$ cat config.mk
export PLATFORM = sky130hd
export DESIGN_NAME = tlb_maint_ctrl
export DESIGN_NICKNAME = d
export VERILOG_FILES = /design/src/rtl/tlb_maint_ctrl.sv
export SDC_FILE = /design/constraint.sdc
export NUM_CORES = 1
export LEC_CHECK = 0
export BUFFER_PORTS_ARGS = -buffer_cell sky130_fd_sc_hd__buf_2
export CORE_MARGIN = 10
export CORE_UTILIZATION = 44
export CTS_CLUSTER_SIZE = 30
export DETAILED_ROUTE_END_ITERATION = 16
export PLACE_DENSITY_LB_ADDON = 0.2
export SKIP_CTS_REPAIR_TIMING = 1
export SLEW_MARGIN = 30
export SYNTH_ARGS = -nofsm -noshare
export SYNTH_HDL_FRONTEND = slang
export SYNTH_SLANG_ARGS = --single-unit
$ cat constraint.sdc
create_clock -name aclk -period 2 [get_ports aclk]
set_input_delay 0 -clock aclk [delete_from_list [all_inputs] [get_ports aclk]]
set_output_delay 0 -clock aclk [all_outputs]
set_load 0.05 [all_outputs]
$ cat src/rtl/tlb_maint_ctrl.sv
// TLB maintenance sequencer: runs search, read, write, fill and invalidate
// operations against an external, combinationally read TLB array.
module tlb_maint_ctrl #(
  parameter int TLBNUM     = 16,
  parameter int TLBNUMSIZE = 4
) (
  input  logic                  aclk,
  input  logic                  aresetn,
  input  logic                  req_valid,
  output logic                  req_ready,
  input  logic [2:0]            req_op,
  input  logic                  flush,
  input  logic [4:0]            inv_op,
  input  logic [9:0]            op_asid,
  input  logic [18:0]           op_va,
  input  logic [TLBNUMSIZE-1:0] csr_idx,
  input  logic [88:0]           wr_entry,
  output logic [TLBNUMSIZE-1:0] tlb_rd_idx,
  input  logic [88:0]           tlb_rd_entry,
  output logic                  tlb_we,
  output logic [TLBNUMSIZE-1:0] tlb_w_idx,
  output logic [88:0]           tlb_w_entry,
  output logic                  done,
  output logic                  srch_hit,
  output logic [TLBNUMSIZE-1:0] res_idx,
  output logic [88:0]           rd_entry,
  output logic                  rd_ne,
  output logic                  inv_err
);

  typedef enum logic [1:0] {
    IDLE   = 2'd0,
    SINGLE = 2'd1,
    WALK   = 2'd2,
    DONE   = 2'd3
  } state_t;

  localparam logic [2:0] OP_SRCH = 3'd0;
  localparam logic [2:0] OP_RD   = 3'd1;
  localparam logic [2:0] OP_WR   = 3'd2;
  localparam logic [2:0] OP_FILL = 3'd3;
  localparam logic [2:0] OP_INV  = 3'd4;
  localparam logic [TLBNUMSIZE-1:0] LAST_IDX = TLBNUMSIZE'(TLBNUM - 1);

  state_t                  state_r;
  state_t                  state_next_s;
  logic [2:0]              op_r;
  logic [4:0]              inv_op_r;
  logic [9:0]              asid_r;
  logic [18:0]             va_r;
  logic [TLBNUMSIZE-1:0]   csr_idx_r;
  logic [88:0]             wr_entry_r;
  logic [TLBNUMSIZE-1:0]   fill_cnt_r;
  logic [TLBNUMSIZE-1:0]   fill_idx_r;
  logic [TLBNUMSIZE-1:0]   k_r;

  logic                    accept_s;
  logic                    bad_s;
  logic                    single_op_s;
  logic                    va_match_s;
  logic                    asid_match_s;
  logic                    srch_match_s;
  logic                    inv_match_s;
  logic                    walk_end_s;

  assign req_ready   = (state_r == IDLE);
  assign done        = (state_r == DONE);
  assign accept_s    = req_valid && (state_r == IDLE) && !flush;
  assign bad_s       = (req_op > OP_INV) || ((req_op == OP_INV) && (inv_op > 5'd6));
  assign single_op_s = (req_op == OP_RD) || (req_op == OP_WR) || (req_op == OP_FILL);

  // Match terms for the entry currently presented on the read port
  always_comb begin
    asid_match_s = (tlb_rd_entry[87:78] == asid_r);
    if (tlb_rd_entry[76:71] == 6'd21) begin
      va_match_s = (tlb_rd_entry[70:61] == va_r[18:9]);
    end else begin
      va_match_s = (tlb_rd_entry[70:52] == va_r);
    end
    srch_match_s = tlb_rd_entry[88] && (tlb_rd_entry[77] || asid_match_s) && va_match_s;
    case (inv_op_r)
      5'd0, 5'd1: inv_match_s = 1'b1;
      5'd2:       inv_match_s = tlb_rd_entry[77];
      5'd3:       inv_match_s = !tlb_rd_entry[77];
      5'd4:       inv_match_s = !tlb_rd_entry[77] && asid_match_s;
      5'd5:       inv_match_s = !tlb_rd_entry[77] && asid_match_s && va_match_s;
      5'd6:       inv_match_s = (tlb_rd_entry[77] || asid_match_s) && va_match_s;
      default:    inv_match_s = 1'b0;
    endcase
    walk_end_s = (k_r == LAST_IDX) || ((op_r == OP_SRCH) && srch_match_s);
  end

  // Next-state logic
  always_comb begin
    state_next_s = state_r;
    case (state_r)
      IDLE: begin
        if (!accept_s) begin
          state_next_s = IDLE;
        end else if (bad_s) begin
          state_next_s = DONE;
        end else if (single_op_s) begin
          state_next_s = SINGLE;
        end else begin
          state_next_s = WALK;
        end
      end
      SINGLE:  state_next_s = DONE;
      WALK: begin
        if (walk_end_s) begin
          state_next_s = DONE;
        end else begin
          state_next_s = WALK;
        end
      end
      DONE:    state_next_s = IDLE;
      default: state_next_s = IDLE;
    endcase
  end

  // Array port drive; writes for invalidate go out in the cycle the match is seen
  always_comb begin
    tlb_rd_idx  = '0;
    tlb_we      = 1'b0;
    tlb_w_idx   = '0;
    tlb_w_entry = 89'd0;
    case (state_r)
      SINGLE: begin
        tlb_rd_idx = csr_idx_r;
        if ((op_r == OP_WR) || (op_r == OP_FILL)) begin
          tlb_we      = 1'b1;
          tlb_w_idx   = (op_r == OP_FILL) ? fill_idx_r : csr_idx_r;
          tlb_w_entry = wr_entry_r;
        end else begin
          tlb_we = 1'b0;
        end
      end
      WALK: begin
        tlb_rd_idx = k_r;
        if ((op_r == OP_INV) && inv_match_s) begin
          tlb_we      = 1'b1;
          tlb_w_idx   = k_r;
          tlb_w_entry = {1'b0, tlb_rd_entry[87:0]};
        end else begin
          tlb_we = 1'b0;
        end
      end
      default: tlb_rd_idx = '0;
    endcase
  end

  // Free-running fill pointer, wraps at the last entry
  always_ff @(posedge aclk or negedge aresetn) begin
    if (!aresetn) begin
      fill_cnt_r <= '0;
    end else if (fill_cnt_r == LAST_IDX) begin
      fill_cnt_r <= '0;
    end else begin
      fill_cnt_r <= fill_cnt_r + TLBNUMSIZE'(1);
    end
  end

  // State, latched request and result registers
  always_ff @(posedge aclk or negedge aresetn) begin
    if (!aresetn) begin
      state_r    <= IDLE;
      op_r       <= 3'd0;
      inv_op_r   <= 5'd0;
      asid_r     <= 10'd0;
      va_r       <= 19'd0;
      csr_idx_r  <= '0;
      wr_entry_r <= 89'd0;
      fill_idx_r <= '0;
      k_r        <= '0;
      srch_hit   <= 1'b0;
      res_idx    <= '0;
      rd_entry   <= 89'd0;
      rd_ne      <= 1'b0;
      inv_err    <= 1'b0;
    end else begin
      state_r <= state_next_s;
      if (accept_s) begin
        op_r       <= req_op;
        inv_op_r   <= inv_op;
        asid_r     <= op_asid;
        va_r       <= op_va;
        csr_idx_r  <= csr_idx;
        wr_entry_r <= wr_entry;
        fill_idx_r <= fill_cnt_r;
        k_r        <= '0;
        if (bad_s) begin
          inv_err  <= 1'b1;
          srch_hit <= 1'b0;
          res_idx  <= '0;
        end
      end
      if (state_r == SINGLE) begin
        inv_err  <= 1'b0;
        srch_hit <= 1'b0;
        res_idx  <= (op_r == OP_FILL) ? fill_idx_r : csr_idx_r;
        if (op_r == OP_RD) begin
          rd_entry <= tlb_rd_entry;
          rd_ne    <= ~tlb_rd_entry[88];
        end
      end
      if (state_r == WALK) begin
        if (walk_end_s) begin
          inv_err  <= 1'b0;
          srch_hit <= (op_r == OP_SRCH) && srch_match_s;
          res_idx  <= ((op_r == OP_SRCH) && srch_match_s) ? k_r : '0;
        end else begin
          k_r <= k_r + TLBNUMSIZE'(1);
        end
      end
    end
  end

endmodule

==> metrics.yaml <==
die:
  die_x_um: 176.6
  core-area_um2: 24250
  fp.dieArea_um2: 31190
  rows: 57
  ios: 419
  initial_core_util_pct: 44.50
  die_h_um: 176.6
worst_hold_path:
  hp-class: "primary input to async pin"
sta:
  fin_setup_tns_ns: -76.93
  whs_ns: 0.01131
  timing.fmax_mhz: 346.4
  rsz0062_at_grt: "true"
  setup_viol: 127
  worstMarginPinSlew_ns: 0.5336
  post-route-period-util_pct: 144.3
  skew_ns: 0.01173
  slew_headroom_pct: 64.43
  setup_ws_ns: -0.8867
  hold_violations: 0
  post-route-min-period_ns: 2.887
  slew_violations: 0
setup_path:
  required_ns: 2.00
  cp-start-kind: "flop"
  worstSetupPathType: "flop to output port"
  endpoint_kind: "output port"
  path_max_fanout: 9
  crit_arrival_ns: 2.89
placement:
  port_buffers: 418
  place_area_um2: 14020
  place.gp.congestion: 0.8684
  dp_slack_ns: -0.5973
  dpl.hpwl_um: 27930
drt:
  first_iter_violations: 657
  wirelength_um: 48730
  ant_nets: 0
  dr.pass1.iters: 4
  drc_errors: 0
  routedWlPerCell_um: 26.21
  vias: 10162
  vias_per_cell: 5.466
run_status:
  violations: "negative setup slack"
  status: "finished, violations left"
clocking:
  clock_sinks: 240
  cts_buffer_depth: 3
  h-tree-depth: 1
  cts-root-buf: "clkbuf_16"
  clk_pin_slew_ns: 0.06
  numCtsBuffers: 26
  cts_tree: "built"
  insertion_delay_ns: 0.53
logic_synthesis:
  synth_nets: 998
  syn_area_um2: 10790
  synth_seq_cells: 240
  syn_inst: 769
  ys_seq_area_share_pct: 55.65
  ys_warn_count: 0
  yosysUniqueCellTypes: 42
  synthArstFlopShare_pct: 100.0
  synthTopCellsByArea: "dfrtp_1 (56%), mux2_2 (23%), a22o_1 (7.1%), xnor2_1 (2.1%), buf_12 (1.9%)"
  ys_dominant_reg_cell: "dfrtp_1"
  syn_area_per_cell_um2: 14.03
  synth_edf_count: 0
  synth_area_leader_cell: "dfrtp_1"
  synth_top_area_share_pct: 55.65
global_routing:
  grt_max_degree: 64
  grtUsageTotal_pct: 21.63
  grt_pass1_wl_um: 53240
  globalRouteMet2Util_pct: 37.36
  gr-total-overflow: 0
  antenna_found_initial: 11
  use_met3_pct: 8.406
  met1_usage_pct: 24.27
  first_global_vias: 8991
  busiest_layer: "met2"
cells_and_area:
  nets: 1735
  area_growth_pct: 78.69
  final_common_cell: "buf_2"
  fin_area_um2: 19280
  drive_above_1_share_pct: 59.96
  final_cell_mix: "buf_2 (319), dfrtp_1 (240), dlygate4sd3_1 (222)"
power_and_ir_drop:
  ir_worst_vdd_mv: 1.004
  power_density_nw_per_um2: 1380
  power.leakage_nw: 9.201
run:
  maxCapViolCount: 0
-- where the power goes --
group,switching (mW),internal [mW],total (mW)
logic,7.15,5.12,12.3
registers,1.88,7.27,9.15
clock network,2.02,3.17,5.19
total,11.1,15.6,26.6
-- cells in the mapped netlist, drive strengths merged (3+ instances only) --
cell,number
a21oi,6
a22o,88
a22oi,4
a31oi,3
and3,4
buf,26
clkbuf,22
dfrtp,240
ha,6
inv,10
mux2,224
mux2i,12
nand2,13
nand3,8
nand3b,4
nand4,9
nor2,22
o21ai,10
o22ai,4
xnor2,26
xor2,5
-- critical path: stages (launching register included) --
cell and delay [ns]:
dfrtp_1 0.38, xnor2_1 0.18, nand4_1 0.17, o41ai_2 0.45, and4_4 0.29, o21ba_4 0.19
buf_12 0.19, buf_8 0.14, buf_4 0.11, a22o_4 0.10, buf_8 0.14
-- metal layers --
| layer | up-vias | part of all wire (%) | wire length, um |
|---|---|---|---|
| met4 | 6 | 4.4 | 2167 |
| met5 | - | 0.076 | 37 |
| met2 | 507 | 52 | 25200 |
| li1 | 4337 | - | - |
| met1 | 5161 | 35 | 17290 |
| met3 | 151 | 8.3 | 4033 |
-- kinds of logic (layout without fill, tap and decap cells) --
| kind of cell | after synthesis | in the layout | synth area share, % |
|---|---|---|---|
| other | 0 | 9 | 0 |
| DFF | 240 | 240 | 55.65 |
| muxes | 236 | 236 | 24.49 |
| adders and majority gates | 6 | 6 | 0.6956 |
| buffers and inverters | 58 | 815 | 3.652 |
| xor gates and xnor gates | 31 | 31 | 2.516 |
| and+or+nand+nor | 73 | 73 | 3.536 |
| AOI/OAI and AO/OA | 125 | 125 | 9.461 |
-- per-stage QoR --
step                      power (mW)  util [%]  cells
after floorplan                15.82         -    769
after global placement         18.86     57.80   1554
after detailed placement       19.07     57.80   1554
after CTS                      24.26     61.58   1602
after global routing           27.59     79.52   1858
final                          26.61     79.53   1859
-- sequential cells by signal (all words and copies together) (netlist names) --
name / flops
rd_entry: 89
wr_entry_r: 89
va_r: 19
asid_r: 10
inv_op_r: 5
csr_idx_r: 4
fill_cnt_r: 4
fill_idx_r: 4
k_r: 4
res_idx: 4
op_r: 3
state_r: 2
inv_err: 1
rd_ne: 1
srch_hit: 1
-- cell type report --
type                       instances  area (um2)
timing repair buffer             757        6635
sequential                       240        6006
multi-input combinational        471        5259
fill                            1280        4965
clock buffer                      39       770.7
tap                              324       405.4
clock inverter                     9       145.1
inverter                          10       40.04
antenna                            9       22.52
-- worst paths after layout --
check,from,endpoint,slack [ns],depth (start not counted)
worst min register to register,rd_entry[87]$_DFFE_PN0P_,rd_entry[87]$_DFFE_PN0P_,0.51,1
max in group asynchronous,aresetn,rd_entry[25]$_DFFE_PN0P_,1.24,3
worst max register to register,asid_r[0]$_DFFE_PN0P_,res_idx[2]$_DFF_PN0_,-0.15,8
worst max-delay path,asid_r[0]$_DFFE_PN0P_,tlb_w_entry[43],-0.89,10
worst min-delay path,aresetn,wr_entry_r[27]$_DFFE_PN0P_,0.01,2
min in group aclk,flush,inv_err$_DFF_PN0_,0.07,5
Power figures use the tool's default switching activity.
